**src/rtl/rv_pipe_pkg.sv**
```systemverilog
// ---------------------------------------------------------------------------
// rv_pipe_pkg : shared types and constants for the RV pipeline hazard logic
// rev 1.0
// ---------------------------------------------------------------------------
`default_nettype none

package rv_pipe_pkg;

    localparam int REG_AW_DEF = 5;

    localparam logic [1:0] MASK_BYTE = 2'd0;
    localparam logic [1:0] MASK_HALF = 2'd1;
    localparam logic [1:0] MASK_WORD = 2'd2;

    typedef enum logic [1:0] {
        ST_IDLE = 2'd0,
        ST_RMW  = 2'd1,
        ST_LU   = 2'd2,
        ST_MC   = 2'd3
    } hz_state_t;

endpackage

`default_nettype wire

```
**src/rtl/hazard_src_match.sv**
```systemverilog
// ---------------------------------------------------------------------------
// hazard_src_match : load-use detector over NUM_RS ID-stage source operands
// rev 1.0
// ---------------------------------------------------------------------------
`default_nettype none

module hazard_src_match
    import rv_pipe_pkg::*;
#(
    parameter int NUM_RS = 2,
    parameter int REG_AW = REG_AW_DEF
) (
    input  logic [NUM_RS*REG_AW-1:0] i_rs,
    input  logic [NUM_RS-1:0]        i_rs_valid,
    input  logic                     i_ex_mem_read,
    input  logic [REG_AW-1:0]        i_ex_rd,
    output logic                     o_lu_hit
);

    logic [NUM_RS-1:0] w_match;

    genvar gi;
    generate
        for (gi = 0; gi < NUM_RS; gi++) begin : g_cmp
            assign w_match[gi] = i_rs_valid[gi] & (i_rs[gi*REG_AW +: REG_AW] == i_ex_rd);
        end
    endgenerate

    // x0 is hardwired to zero, so a load targeting it can never be a hazard
    assign o_lu_hit = i_ex_mem_read & (i_ex_rd != '0) & (|w_match);

endmodule

`default_nettype wire

```
**src/rtl/hazard_ctrl.sv**
```systemverilog
// ---------------------------------------------------------------------------
// hazard_ctrl : registered hazard/stall FSM for the 5-stage RV pipeline
// rev 1.0
// ---------------------------------------------------------------------------
`default_nettype none

module hazard_ctrl
    import rv_pipe_pkg::*;
#(
    parameter int NUM_RS          = 2,
    parameter int REG_AW          = REG_AW_DEF,
    parameter int LOAD_USE_CYCLES = 1,
    parameter int RMW_CYCLES      = 1,
    parameter int CNT_W           = 32
) (
    input  logic                     clk,
    input  logic                     rst,
    input  logic [NUM_RS*REG_AW-1:0] id_rs,
    input  logic [NUM_RS-1:0]        id_rs_valid,
    input  logic                     ex_jump,
    input  logic                     ex_branch,
    input  logic                     ex_cond,
    input  logic                     ex_invert,
    input  logic                     ex_mem_read,
    input  logic                     ex_mem_write,
    input  logic [REG_AW-1:0]        ex_rd,
    input  logic                     mem_mem_write,
    input  logic [1:0]               mem_mask_mode,
    input  logic                     mc_busy,
    output logic                     pc_sel_taken,
    output logic                     pc_stall,
    output logic                     if_id_stall,
    output logic                     if_id_flush,
    output logic                     id_ex_stall,
    output logic                     id_ex_flush,
    output logic                     ex_mem_flush,
    output logic [CNT_W-1:0]         stall_count
);

    localparam int C_MAX_CYC = (RMW_CYCLES > LOAD_USE_CYCLES) ? RMW_CYCLES : LOAD_USE_CYCLES;
    localparam int C_CW      = $clog2(C_MAX_CYC + 1);

    localparam logic [C_CW-1:0] C_ONE     = C_CW'(1);
    localparam logic [C_CW-1:0] C_RMW_INI = C_CW'(RMW_CYCLES - 1);
    localparam logic [C_CW-1:0] C_LU_INI  = C_CW'(LOAD_USE_CYCLES - 1);

    hz_state_t        r_state;
    hz_state_t        w_state_nxt;
    logic [C_CW-1:0]  r_cnt;
    logic [C_CW-1:0]  w_cnt_nxt;
    logic [CNT_W-1:0] r_stall_count;

    logic w_taken;
    logic w_lu_hit;
    logic w_rmw_hit;
    logic w_eval_idle;
    logic w_hold_out;
    logic w_lu_out;
    logic w_taken_out;
    logic w_pc_stall;

    hazard_src_match #(
        .NUM_RS (NUM_RS),
        .REG_AW (REG_AW)
    ) u_src_match (
        .i_rs          (id_rs),
        .i_rs_valid    (id_rs_valid),
        .i_ex_mem_read (ex_mem_read),
        .i_ex_rd       (ex_rd),
        .o_lu_hit      (w_lu_hit)
    );

    assign w_taken   = ex_jump | (ex_branch & (ex_cond ^ ex_invert));
    assign w_rmw_hit = mem_mem_write & (mem_mask_mode <= MASK_HALF) & (ex_mem_read | ex_mem_write);

    always_ff @(posedge clk or posedge rst) begin
        if (rst) begin
            r_state <= ST_IDLE;
            r_cnt   <= '0;
        end else begin
            r_state <= w_state_nxt;
            r_cnt   <= w_cnt_nxt;
        end
    end

    always_comb begin
        w_state_nxt = r_state;
        w_cnt_nxt   = r_cnt;
        w_eval_idle = 1'b0;
        w_hold_out  = 1'b0;
        w_lu_out    = 1'b0;
        w_taken_out = 1'b0;

        case (r_state)
            ST_IDLE: w_eval_idle = 1'b1;
            ST_RMW: begin
                w_hold_out = 1'b1;
                w_cnt_nxt  = r_cnt - C_ONE;
                if (r_cnt == C_ONE) w_state_nxt = ST_IDLE;
            end
            ST_LU: begin
                w_lu_out  = 1'b1;
                w_cnt_nxt = r_cnt - C_ONE;
                if (r_cnt == C_ONE) w_state_nxt = ST_IDLE;
            end
            ST_MC: begin
                // release cycle falls straight through to the idle rules
                if (mc_busy) begin
                    w_hold_out = 1'b1;
                end else begin
                    w_eval_idle = 1'b1;
                    w_state_nxt = ST_IDLE;
                end
            end
            default: w_state_nxt = ST_IDLE;
        endcase

        if (w_eval_idle) begin
            if (w_rmw_hit) begin
                w_hold_out = 1'b1;
                if (RMW_CYCLES > 1) begin
                    w_state_nxt = ST_RMW;
                    w_cnt_nxt   = C_RMW_INI;
                end
            end else if (mc_busy) begin
                w_hold_out  = 1'b1;
                w_state_nxt = ST_MC;
            end else if (w_taken) begin
                w_taken_out = 1'b1;
            end else if (w_lu_hit) begin
                w_lu_out = 1'b1;
                if (LOAD_USE_CYCLES > 1) begin
                    w_state_nxt = ST_LU;
                    w_cnt_nxt   = C_LU_INI;
                end
            end
        end
    end

    assign w_pc_stall = (w_hold_out | w_lu_out) & ~rst;

    assign pc_sel_taken = w_taken_out & ~rst;
    assign pc_stall     = w_pc_stall;
    assign if_id_stall  = w_pc_stall;
    assign if_id_flush  = w_taken_out & ~rst;
    assign id_ex_stall  = w_hold_out & ~rst;
    assign id_ex_flush  = (w_taken_out | w_lu_out) & ~rst;
    assign ex_mem_flush = w_hold_out & ~rst;

    always_ff @(posedge clk or posedge rst) begin
        if (rst) begin
            r_stall_count <= '0;
        end else if (w_pc_stall && (r_stall_count != '1)) begin
            r_stall_count <= r_stall_count + CNT_W'(1);
        end
    end

    assign stall_count = r_stall_count;

endmodule

`default_nettype wire

```
**config.mk**
```make
export PLATFORM = sky130hd
export DESIGN_NAME = hazard_ctrl
export DESIGN_NICKNAME = d
export VERILOG_FILES = /design/src/rtl/rv_pipe_pkg.sv /design/src/rtl/hazard_src_match.sv /design/src/rtl/hazard_ctrl.sv
export SDC_FILE = /design/constraint.sdc
export NUM_CORES = 1
export LEC_CHECK = 0
export BUFFER_PORTS_ARGS = -buffer_cell sky130_fd_sc_hd__buf_2
export CAP_MARGIN = 15
export CORE_MARGIN = 5
export CORE_UTILIZATION = 55
export CTS_CLUSTER_SIZE = 40
export DETAILED_ROUTE_END_ITERATION = 12
export PLACE_DENSITY_LB_ADDON = 0.1
export SYNTH_ARGS = -nofsm -noshare
export SYNTH_HDL_FRONTEND = slang
export SYNTH_SLANG_ARGS = --single-unit
```
**constraint.sdc**
```tcl
create_clock -name clk -period 3.8 [get_ports clk]
set_clock_uncertainty 0.15 [all_clocks]
set_input_delay 0.57 -clock clk [delete_from_list [all_inputs] [get_ports clk]]
set_output_delay 0.57 -clock clk [all_outputs]
set_load 0.1 [all_outputs]
```
==> results.txt, run 1 <==
* Final count of pins violating max slew: 0
- The number of buffers and inverters on the critical path is 3.
* Final routed DRC violation total: 0
- Per report_power, the sequential group accounts for about 28% of the total.
- 68 I/O pins were placed.
* Final cycle utilization of the critical path: 84.86%
* Clock sink count: 35
- After clock tree synthesis, the flow added hold-fix buffers numbering 0.
- After layout, the minimum clock period comes to 3.225 ns.
- Clock latency on the worst-skew pair: slightly below 0.3 ns
- Number of levels in the clock H-tree: 2
* Post-route insts no fill: 323
* Number of setup buffers added after CTS: 0
* Total die area: roughly 5200 µm²
* Antenna violations before repair: 0
- Share of power burned in the clock network: 15.9%
- The number of global-route vias before repair came to around 1600.
* Ratio of total power to cell area: 715.8 nW/µm²
* Ant diodes: 0
- For the pin with the worst max-slew slack, the measured transition is 0.5217 ns.
* Chip Height: 72.45 µm
- The critical path runs through a total of 8 cells.
- The detailed router finished its first iteration with between 100 and 150 violations.
- Once placement completed, the tool counted placed cells totaling 315.
- The analysis attributes to net switching a power of 0.001044 W.
* Register bit count reported by yosys: 35
* Cell Int Power: 0.0008163 W
- The initial utilization of the core area, before any placement, comes to 57.71%.
- Count of cell types in the netlist: 42
- From left edge to right edge, the die measures 72.45 µm.
* Number of routed nets with antenna violations: 0
- Run status: complete, no violations
- For this block, the routed nets add up to about 4.8 mm of wire.
- Register-to-register path setup slack: 0.94 ns
- For this run, the post-layout net count is 308.
- The final route contains 1758 vias.
* TritonCTS clock tree: done
* Cts bufs inserted: 5
- Cell family with the largest share of critical-path delay: buffers and inverters
* Max Fclk: 310.1 MHz
* Critical path startpoint category: register
- Largest net degree at the start of global routing: 36
- Final setup vio count: 0
- List of cells traversed by the critical path: inv_1, ha_1, inv_1, o21ai_0, nor2_1, nor4b_4, o21bai_1, buf_2
* RePlAce Congestion: 0.7551
- P&R area growth vs syn: 21.18%
- The floorplan has 22 rows.
- Final routed wire length divided by cell count: 14.75 µm
* Beginning of the worst register-to-register path: r_state[0]$_DFF_PP0_
* Leakage power total: 1.208 nW
- Avg Inst Size Synth: 10.36 µm²
- The final hold violation count was 0.
- Endpoint type of the worst setup path: output pin
- Setup total negative slack on the finished layout was measured at 0 ns.
- Yosys printed 0 warnings.
- Floorplan core area: 3716 µm²
* Overall power of the completed layout: 0.001860 W
* RR Endpoint: stall_count[5]$_DFFE_PP0P_
* Routed vias/inst: about 5.4
* Combinational Power Share: 55.9%
- Of the cells placed in the final design, the portion with a size suffix greater than 1 is about 34%.
* Sw frac: between 50 and 60%
- Root cell of the clock tree: sky130_fd_sc_hd__clkbuf_8
- Maximum count of clock buffers along a single path: 2
- The worst register-to-register path has a depth of 9.
- In this design, the stage delay of the slowest critical-path cell is 0.44 ns.
- The worst setup path is of the register to output pin kind.
- Gr usage total: about a fifth
* Register clock-pin slew on the reported worst setup and hold paths: ~0.070 ns
* Most numerous cell on the critical path: sky130_fd_sc_hd__inv_1
- At the placement stage, the worst setup path has a slack of between 0.8 and 0.9 ns.
- Max-cap violations in this run came to 0.
- Detailed-router iteration count before antenna repair: 4
- Path type of the worst min-delay path: primary input to async pin
* Post-synth design cell area: 2145 µm²
- The slowest stage of the critical path belongs to the cell sky130_fd_sc_hd__buf_2.
- For this run the aggregate overflow at the end of global routing stands at 0.
- After layout, the worst setup slack is between 0.5 and 0.6 ns.
- Fill count: ~320
- PortBufs: 66
* First-pass GRT wire length: 7.797 mm
- Maximum vdd drop: 0.0007109 V
* Post-CTS sizing: 0
- After technology mapping, the gate count stands at 207.
- Setup repair after global routing missed its margin: false
- CP max FO: 4
- Cells fill between 60% and 70% of the core in the end.
* Relative slew slack: 65.07%
- Sequential-to-total area share from yosys stat: between 40% and 50%
- For the worst setup path, the data required time is between 3 and 4 ns.
- The number of nets in the synthesized netlist is between 200 and 250.
- For the worst setup path, the data arrival time is 2.50 ns.
- Detailed-placement wirelength estimate: 3.565 mm
per-layer routing:
layer | GRT usage (%) | wire length [µm] | up-vias
li1 | - | - | 868
met1 | 26.62 | 2192 | 837
met2 | 28.72 | 2247 | 45
met3 | 4.432 | 247 | 8
met4 | 7.172 | 75 | 0
met5 | 0 | 0 | -
power groups by stage:
stage	combinational, W	sequential [W]	clock (W)
6_report	0.00104	0.000524	0.000296
5_1_grt	0.00109	0.000537	0.000324
4_1_cts	0.00104	0.000523	0.000302
3_5_place_dp	0.00104	0.000530	0
3_3_place_gp	0.00103	0.000527	0
2_1_floorplan	0.000532	0.000881	0
cells in the mapped netlist (all sizes together):
cell type	count	area, µm²
nor4b	6	71.32
mux2	1	15.01
nand3b	1	7.510
and4	1	11.26
and3	2	12.51
a41oi	1	16.27
nor2b	2	12.51
buf	8	72.56
or3	3	18.77
inv	9	33.78
nand2	12	45.04
or4	3	26.27
o22ai	1	6.260
a211oi	1	7.510
xnor2	12	105.1
a21oi	3	18.77
nand4	10	77.57
nand3	9	45.04
nor4	10	90.08
o21bai	1	7.510
a22o	2	17.52
o21ai	4	31.28
nor2	13	58.81
o211ai	1	7.510
nand2b	1	13.76
ha	5	62.56
nor3	14	70.07
nor3b	3	22.52
dfrtp	35	875.8
xor2	31	271.5
a31oi	2	12.51
cell type report:
cell class	instances	area (µm²)	share of cell area (%)
Clock buffer	8	100.1	3.852
Sequential cell	35	875.8	33.70
Multi-Input combinational cell	155	1184	45.55
Tap cell	48	60.06	2.311
Timing Repair Buffer	68	345.3	13.29
Inverter	9	33.78	1.300
sequential cells by signal, indices dropped and copies added, names as in the netlist:
| name | cells |
|---|---|
| stall_count | 32 |
| r_cnt | 1 |
| r_state | 2 |
worst min-delay path, cell delays in order:
cell	delay, ns
sky130_fd_sc_hd__buf_2	0.16
sky130_fd_sc_hd__inv_1	0.06
sky130_fd_sc_hd__buf_4	0.38
kinds of logic (layout without fill, tap and decap cells):
group                      Yosys count  count (layout)  synth area share, %
AOI/OAI and AO/OA                   16              16                5.835
DFF                                 35              35                40.84
adders and majority gates            5               5                2.917
buffers and inverters               17              85                4.959
muxes                                1               1               0.6999
and+or+nand+nor                     90              90                27.19
xor gates and xnor gates            43              43                17.56
cell usage in the layout (no fill, tap or decap), drive strengths merged:
master / count
o211ai: 1
nand3: 9
nor2b: 2
nand4: 10
nor2: 13
nand2b: 1
dfrtp: 35
nor4: 10
and4: 1
or3: 3
nor3: 14
mux2: 1
a211oi: 1
a41oi: 1
xor2: 31
and3: 2
nand2: 12
buf: 68
ha: 5
nand3b: 1
nor4b: 6
o21bai: 1
a22o: 2
or4: 3
inv: 9
xnor2: 12
clkbuf: 8
o21ai: 4
a21oi: 3
o22ai: 1
a31oi: 2
nor3b: 3
stage by stage:
stage / hold slack, ns / area (µm²)
final: 0.3052 / 2599
after global routing: 0.3491 / 2599
after CTS: 0.3073 / 2599
after detailed placement: 0.3023 / 2499
after global placement: 0.3023 / 2499
after floorplan: 0.2865 / 2166
worst max path at each step:
stage / start / end
3_5_place_dp: r_state[0]$_DFF_PP0_ / id_ex_flush
6_report: r_state[0]$_DFF_PP0_ / id_ex_flush
2_1_floorplan: r_state[0]$_DFF_PP0_ / id_ex_flush
4_1_cts: r_state[0]$_DFF_PP0_ / id_ex_flush
5_1_grt: r_state[0]$_DFF_PP0_ / pc_stall
3_3_place_gp: r_state[0]$_DFF_PP0_ / pc_stall
Power figures use the tool's default switching activity.
==> run 2: changes to the inputs <==
--- a/config.mk
+++ b/config.mk
@@ -8,7 +8,7 @@
 export BUFFER_PORTS_ARGS = -buffer_cell sky130_fd_sc_hd__buf_2
 export CAP_MARGIN = 15
 export CORE_MARGIN = 5
-export CORE_UTILIZATION = 55
+export CORE_UTILIZATION = 46
 export CTS_CLUSTER_SIZE = 40
 export DETAILED_ROUTE_END_ITERATION = 12
 export PLACE_DENSITY_LB_ADDON = 0.1
==> constraint.sdc (replaced) <==
create_clock -name clk -period 2.9 [get_ports clk]
set_clock_uncertainty 0.15 [all_clocks]
set_input_delay 0.435 -clock clk [delete_from_list [all_inputs] [get_ports clk]]
set_output_delay 0.435 -clock clk [all_outputs]
set_load 0.1 [all_outputs]
==> run 2 against run 1 <==
Effect of this change:
- worst setup slack worse by 0.50 ns
- clock-buffer cell count unchanged
- total power up 40%
- cell area up 5.6%
- register-to-register slack worse by 0.66 ns
- routed wire length down 0.50%
- sequential share of layout area down 1.5 points
- sequential cell count unchanged
- combinational power up 47%
- final cell count up 2.5%
==> results.txt, run 2 (synthesis results as in run 1) <==
- Number of top-level pins: 68 (unchanged)
- Die X: 78.28 µm (+8.1%)
* Worst Path Required: 2.32 ns (-0.76 ns)
* Arrival time of the worst setup path: 2.24 ns (-0.26 ns)
- Clock sink count: 35 (unchanged)
- The floorplan die area came to 6128 µm² (+17%).
* TritonCTS clock tree: done
- The routed metal-1 wirelength came to 2.214 mm (+1.0%).
* Via total after detailed routing: 1783 (+1.4%)
- First-pass GRT wire length: 7.962 mm (+2.1%)
* Commonest non-fill, non-tap cells in the layout: sky130_fd_sc_hd__buf_2 (63), sky130_fd_sc_hd__xor2_1 (31), sky130_fd_sc_hd__dfrtp_1 (28)
- The final critical path takes up 97.33% of the cycle.
* Ratio of total power to cell area: 950.0 nW/µm² (+33%)
- The wire length reported by the detailed router was 4.739 mm (-0.50%).
- The number of flip-flops under the largest register name was 32 (unchanged).
* Final number of hold-violating endpoints: 0 (unchanged)
- The remaining max-slew budget at the tightest pin was 49.12% (-16 points).
- Final count of pins violating max slew: 0 (unchanged)
- The internal cell power was 0.001196 W (+46%).
* RePlAce Congestion: 0.7490 (-0.81%)
- Root cell of the clock tree: sky130_fd_sc_hd__clkbuf_8
- Ant diodes: 0 (unchanged)
* DRT iter0 DRCs: 71 (-43%)
- The effective utilization at floorplan was 48.25% (-9.5 points).
* Clock latency on the worst-skew pair: 0.29 ns (about the same)
- The maximum clock insertion buffer count came to 2 (unchanged).
- The transition time at the pin with the least slew margin came to 0.7624 ns (+0.2407 ns).
- The leakage dissipation came to 1.225 nW (+1.4%).
- Path type of the worst min-delay path: primary input to async pin
- Critical path startpoint category: register
- The initial antenna violation count was 0 (unchanged).
* Layout Nets: 312 (+1.3%)
* Number of levels in the clock H-tree: 2 (unchanged)
* Overall power of the completed layout: 0.002608 W (+40%)
- Sequential share of power: 26.7% (-1.5 points)
* Post-route setup slack: 0.07729 ns (-0.4979 ns)
- The number of global-route vias before repair came to 1704 (+4.3%).
* Final routed DRC violation total: 0 (unchanged)
* Detailed-placement wirelength estimate: 3.639 mm (+2.1%)
- PortBufs: 66 (unchanged)
- Sw frac: 54.15% (-2.0 points)
- The average via count per standard cell came to 5.387 (-1.0%).
- Derived from the worst setup path, the maximum achievable clock frequency is approximately 350 MHz.
- Placed insts: 322 (+2.2%)
- Final setup vio count: 0 (unchanged)
- The wire length on met3 is 262 µm (+6.1%).
- Largest net degree at the start of global routing: 22 (-39%)
- The power share of the combinational group came to 58.5% (+2.6 points).
- The CTS buffer count came to 5 (unchanged).
- The leftover overflow at the end of global routing is 0 (unchanged).
- The post-route non-filler standard cell count was 331 (+2.5%).
- The clock transition time at the flip-flop clock pins of the worst setup and hold paths was 0.07 ns (about the same).
- The area growth from synthesis to layout is 28.00%.
- The remaining antenna violation count after routing came to 0 (unchanged).
* Period minus WS final: 2.823 ns
- The wire length per cell after detailed routing was 14.32 µm (-2.9%).
- Maximum vdd drop: 0.0004962 V (-30%)
- Hold-fix buffers, CTS: 0 (unchanged)
- Kind of critical path: register to output pin
* Power dissipated by switching net loads: 0.001412 W (+35%)
* Detailed-router iteration count before antenna repair: 4 (unchanged)
* Endpoint type of the worst setup path: output pin
- The top fanout value on the critical path was 5 (+1).
- The core area came to 4444 µm² (+20%).
- Chip Height: 78.28 µm (+8.1%)
- The worst setup slack before clock tree synthesis is 0.2645 ns (-0.6138 ns).
- In this run the top signal layer used is met4.
- The library cell used most frequently in the layout, excluding fill and tap cells, is sky130_fd_sc_hd__buf_2.
- The number of placement rows is 24 (+9.1%).
- Share of power burned in the clock network: 14.8% (-1.1 points)
- Fraction of final layout cells sized beyond drive strength 1: 41.22% (+7.4 points)
* Met2 wire length: 2.171 mm (-3.4%)
- The number of maximum-capacitance constraint violations is 0 (unchanged).
- The run finished with clean final reports.
* Gr usage total: 16.10% (-2.9 points)
* Fill count: 391 (+23%)
run 2: cell count changes in the layout (fill, tap and decap cells not counted), moves of 2 or more:
| cell | change |
|---|---|
| sky130_fd_sc_hd__buf_4 | +4 |
| sky130_fd_sc_hd__o21ai_2 | +2 |
| sky130_fd_sc_hd__ha_1 | -2 |
| sky130_fd_sc_hd__inv_2 | +3 |
| sky130_fd_sc_hd__dfrtp_2 | +7 |
| sky130_fd_sc_hd__inv_1 | -4 |
| sky130_fd_sc_hd__buf_2 | -3 |
| sky130_fd_sc_hd__buf_12 | +2 |
| sky130_fd_sc_hd__dfrtp_1 | -7 |
| sky130_fd_sc_hd__o21ai_0 | -2 |
run 2: path summary, 6_finish.rpt:
check                                     start                     endpoint  slack (ns)  cells past startpoint
hold reg to reg               r_cnt$_DFFE_PP0P_            r_cnt$_DFFE_PP0P_        0.31                      1
setup reg to reg           r_state[1]$_DFF_PP0_  stall_count[13]$_DFFE_PP0P_        0.28                      8
max in group asynchronous                   rst  stall_count[22]$_DFFE_PP0P_        1.66                      3
min in group clk              r_cnt$_DFFE_PP0P_            r_cnt$_DFFE_PP0P_        0.31                      1
hold / removal                              rst   stall_count[0]$_DFFE_PP0P_        0.25                      2
setup / recovery           r_state[1]$_DFF_PP0_                  if_id_stall        0.08                      7
run 2: through the flow:
stage / hold slack [ns] / TNS (ns) / instance area, µm² / util [%]
global placement: 0.3074 / 0 / 2619 / 58.92
CTS: 0.2606 / 0 / 2719 / 61.18
detailed placement: 0.3060 / 0 / 2619 / 58.92
global route: 0.3245 / -0.004500 / 2745 / 61.77
finish: 0.2471 / 0 / 2745 / 61.77
floorplan: 0.2865 / -0.4873 / 2236 / -
run 2: power groups by stage:
| stage | registers, W | logic (W) | clock network (W) |
|---|---|---|---|
| global placement | 0.000703 | 0.00149 | 0 |
| finish | 0.000696 | 0.00153 | 0.000387 |
| global route | 0.000714 | 0.00160 | 0.000426 |
| CTS | 0.000695 | 0.00151 | 0.000398 |
| floorplan | 0.00116 | 0.000787 | 0 |
| detailed placement | 0.000703 | 0.00151 | 0 |
run 2: layer usage:
layer  track usage, %  up-vias
li1                 -      873
met1            21.38      841
met3            3.890       11
met5                0        -
met2            25.94       58
met4            5.245        0
run 2: final cells by class:
class                   instances  area (µm²)  area share [%]
inverters                       9       37.54           1.367
multi-input cells             155        1250           45.53
repair buffers                 72       407.9           14.86
flip-flops and latches         35       884.6           32.22
clock buffers                   8       100.1           3.646
well taps                      52       65.06           2.370
run 2: critical path: stages (launching register included):
cell,delay [ns]
sky130_fd_sc_hd__dfrtp_1,0.42
sky130_fd_sc_hd__inv_2,0.08
sky130_fd_sc_hd__ha_4,0.26
sky130_fd_sc_hd__or4_4,0.57
sky130_fd_sc_hd__a41oi_4,0.22
sky130_fd_sc_hd__a21oi_4,0.09
sky130_fd_sc_hd__clkinvlp_4,0.15
sky130_fd_sc_hd__buf_12,0.18
run 2: timing repair:
action | CTS | global route
gates resized for setup | 0 | 4
endpoints found under the hold margin | 0 | 0
endpoints found under the setup margin | 0 | 3
setup buffers | 0 | 1
==> run 3: changes to the inputs <==
--- a/config.mk
+++ b/config.mk
@@ -12,6 +12,7 @@
 export CTS_CLUSTER_SIZE = 40
 export DETAILED_ROUTE_END_ITERATION = 12
 export PLACE_DENSITY_LB_ADDON = 0.1
+export RECOVER_POWER = 100
 export SYNTH_ARGS = -nofsm -noshare
 export SYNTH_HDL_FRONTEND = slang
 export SYNTH_SLANG_ARGS = --single-unit
==> run 3 against run 2 <==
Effect of this change:
- utilization is 0.084 points lower
- maximum frequency hardly changed
- first-iteration DRC count stayed put
- highest routed layer unchanged
- via count hardly changed
- sequential cell count stayed put
- critical path type unchanged
- die area stayed put
- sequential power hardly changed
- routed wire length hardly changed
==> results.txt, run 3 (synthesis results as in run 1) <==
* Run status: complete, no violations
- Overall overflow remaining after global route: 0 (unchanged)
- The final critical delay including setup and external delays came to 2.823 ns (-0.00003070 ns).
* TritonCTS clock tree: done
* Routed vias/inst: 5.384 (about the same)
* Number of global-route vias before repair: 1704 (unchanged)
* Cts bufs inserted: 5 (unchanged)
- Fraction of final layout cells sized beyond drive strength 1: 40.86% (-0.36 points)
* Clock latency on the worst-skew pair: 0.29 ns (about the same)
- The setup slack of the most critical reg-to-reg path is 0.28 ns (about the same).
- The post-route clock period utilization was 97.33% (about the same).
- Cell Int Power: 0.001195 W (about the same)
* Crit. Startpoint: r_state[1]$_DFF_PP0_
- The worst register-to-register path begins at r_state[1]$_DFF_PP0_.
* Total die area: 6128 µm² (unchanged)
- First-pass GRT wire length: 7.962 mm (unchanged)
- Slew of the pin with the lowest slew margin: 0.8070 ns (+0.04457 ns)
* Fill count: 393 (+0.51%)
- The wire length reported by the detailed router came to 4.740 mm (about the same).
- Commonest non-fill, non-tap cells in the layout: sky130_fd_sc_hd__buf_2 (63), sky130_fd_sc_hd__xor2_1 (31), sky130_fd_sc_hd__dfrtp_1 (28)
- Endpoint type of the worst setup path: output pin
- Cell with the largest stage delay on the worst path: sky130_fd_sc_hd__or4_4
* List of cells traversed by the critical path: inv_2, ha_4, or4_4, a41oi_4, a21oi_4, clkinvlp_4, buf_12
- The tree is rooted in a sky130_fd_sc_hd__clkbuf_8.
* Power dissipated by switching net loads: 0.001412 W (about the same)
- Largest net degree at the start of global routing: 22 (unchanged)
* Flip-flop count of the largest register after layout: 32 (unchanged)
- The overall power of the completed layout came to 0.002608 W (about the same).
* Combinational Power Share: 58.5% (about the same)
* Worst Path Required: 2.32 ns (about the same)
- The final antenna diode count came to 0 (unchanged).
- Final worst hold slack: 0.2453 ns (-0.001834 ns)
- Via total after detailed routing: 1782 (-0.056%)
* Reported max-cap violation count: 0 (unchanged)
- The clock sink count came to 35 (unchanged).
- Compared with the post-synthesis result, the final layout area differs by 27.83%.
* RR Endpoint: stall_count[13]$_DFFE_PP0P_
- Largest stage delay on the critical path: 0.57 ns (about the same)
- The initial antenna violation count was 0 (unchanged).
- Detailed-placement wirelength estimate: 3.639 mm (unchanged)
- Floorplan core area: 4444 µm² (unchanged)
- STA classifies the critical path startpoint as a register.
- Number of routed nets with antenna violations: 0 (unchanged)
- Sw frac: 54.17% (about the same)
- Leading cell type in the layout, fill and taps excluded: sky130_fd_sc_hd__buf_2
- The share of power burned in registers came to 26.7% (about the same).
- The die extent in x is 78.28 µm (unchanged).
- Arrival time of the worst setup path: 2.24 ns (about the same)
- Maximum count of clock buffers along a single path: 2 (unchanged)
* Initial Utilization: 48.25% (unchanged)
- Final number of hold-violating endpoints: 0 (unchanged)
- The number of cell instances on the worst register-to-register path came to 8 (unchanged).
- The total number of nets in the final design is 312 (unchanged).
- RePlAce Congestion: 0.7490 (unchanged)
- The number of placement rows is 24 (unchanged).
* Maximum vdd drop: 0.0004962 V (about the same)
- The count of port buffers added during placement came to 66 (unchanged).
* Detailed-router iteration count before antenna repair: 4 (unchanged)
- The wire length per cell after detailed routing was 14.32 µm (about the same).
* Register clock-pin slew on the reported worst setup and hold paths: 0.07 ns (about the same)
* Final count of pins violating max slew: 0 (unchanged)
- Number of levels in the clock H-tree: 2 (unchanged)
- Relative slew slack: 46.20% (-2.9 points)
* Kind of critical path: register to output pin
- Final routed DRC violation total: 0 (unchanged)
- Ratio of total power to cell area: 951.2 nW/µm² (+0.12%)
- The number of DRC violations after detailed-routing iteration 0 came to 71 (unchanged).
- Number of top-level pins: 68 (unchanged)
- The area taken by flip-flops and latches is 884.6 µm² (unchanged).
- The clock network fraction of design power was 14.8% (about the same).
- The global-route usage over all layers was 16.10% (unchanged).
- CP max FO: 5 (unchanged)
- Leakage power total: 1.221 nW (-0.30%)
* Final setup vio count: 0 (unchanged)
- The peak clock frequency supported by timing is 354.3 MHz (about the same).
* Multi-input gate area: 1250 µm² (unchanged)
- The height of the die is 78.28 µm (unchanged).
* Path type of the worst min-delay path: primary input to async pin
[run 3: metal layers]
layer	vias to the layer above	routed length [µm]	GRT usage, %
met1	839	2216	21.38
met5	-	0	0
li1	874	-	-
met3	11	262	3.890
met4	0	90	5.245
met2	58	2170	25.94
[run 3: worst max-delay path, delay by kind of cell, from the launching register on]
kind	cells	cell delay, ns
flops	1	0.42
buf+inv	3	0.41
fa+ha+maj	1	0.26
simple gates	1	0.57
compound gates	2	0.31
[run 3: area by class of cell]
type | instances | share of cell area, %
multi-input cells | 155 | 45.60
flip-flops and latches | 35 | 32.27
repair buffers | 72 | 14.74
clock buffers | 8 | 3.651
well taps | 52 | 2.373
inverters | 9 | 1.369
[run 3: power groups by stage]
stage / registers, W / clock network [W] / logic [W]
6_report: 0.000696 / 0.000387 / 0.00152
5_1_grt: 0.000714 / 0.000426 / 0.00160
4_1_cts: 0.000695 / 0.000398 / 0.00151
3_5_place_dp: 0.000703 / 0 / 0.00151
3_3_place_gp: 0.000703 / 0 / 0.00149
2_1_floorplan: 0.00116 / 0 / 0.000787
[run 3: what timing repair did]
| item | in CTS | in global routing |
|---|---|---|
| hold buffers | 0 | 0 |
| resized for setup | 0 | 4 |
| endpoints found under the setup margin | 0 | 3 |
| setup buffers | 0 | 1 |
[run 3: worst max-delay path by stage]
stage                            endpoint  slack [ns]  depth (start not counted)
2_1_floorplan                 id_ex_flush       -0.22                          7
3_3_place_gp   stall_count[8]$_DFFE_PP0P_        0.26                          8
3_5_place_dp                  if_id_stall        0.26                          7
4_1_cts                       if_id_stall       0.005                          7
5_1_grt                       if_id_stall      -0.003                          7
6_report                      if_id_stall        0.08                          7
[run 3: through the flow]
| stage | util [%] | setup WS [ns] | TNS [ns] | cell area, µm² | instances |
|---|---|---|---|---|---|
| global route | 61.68 | -0.002732 | -0.004499 | 2741 | 331 |
| CTS | 61.18 | 0.005263 | 0 | 2719 | 330 |
| global placement | 58.92 | 0.2597 | 0 | 2619 | 322 |
| floorplan | - | -0.2170 | -0.4873 | 2236 | 207 |
| detailed placement | 58.92 | 0.2645 | 0 | 2619 | 322 |
| finish | 61.68 | 0.07732 | 0 | 2741 | 331 |
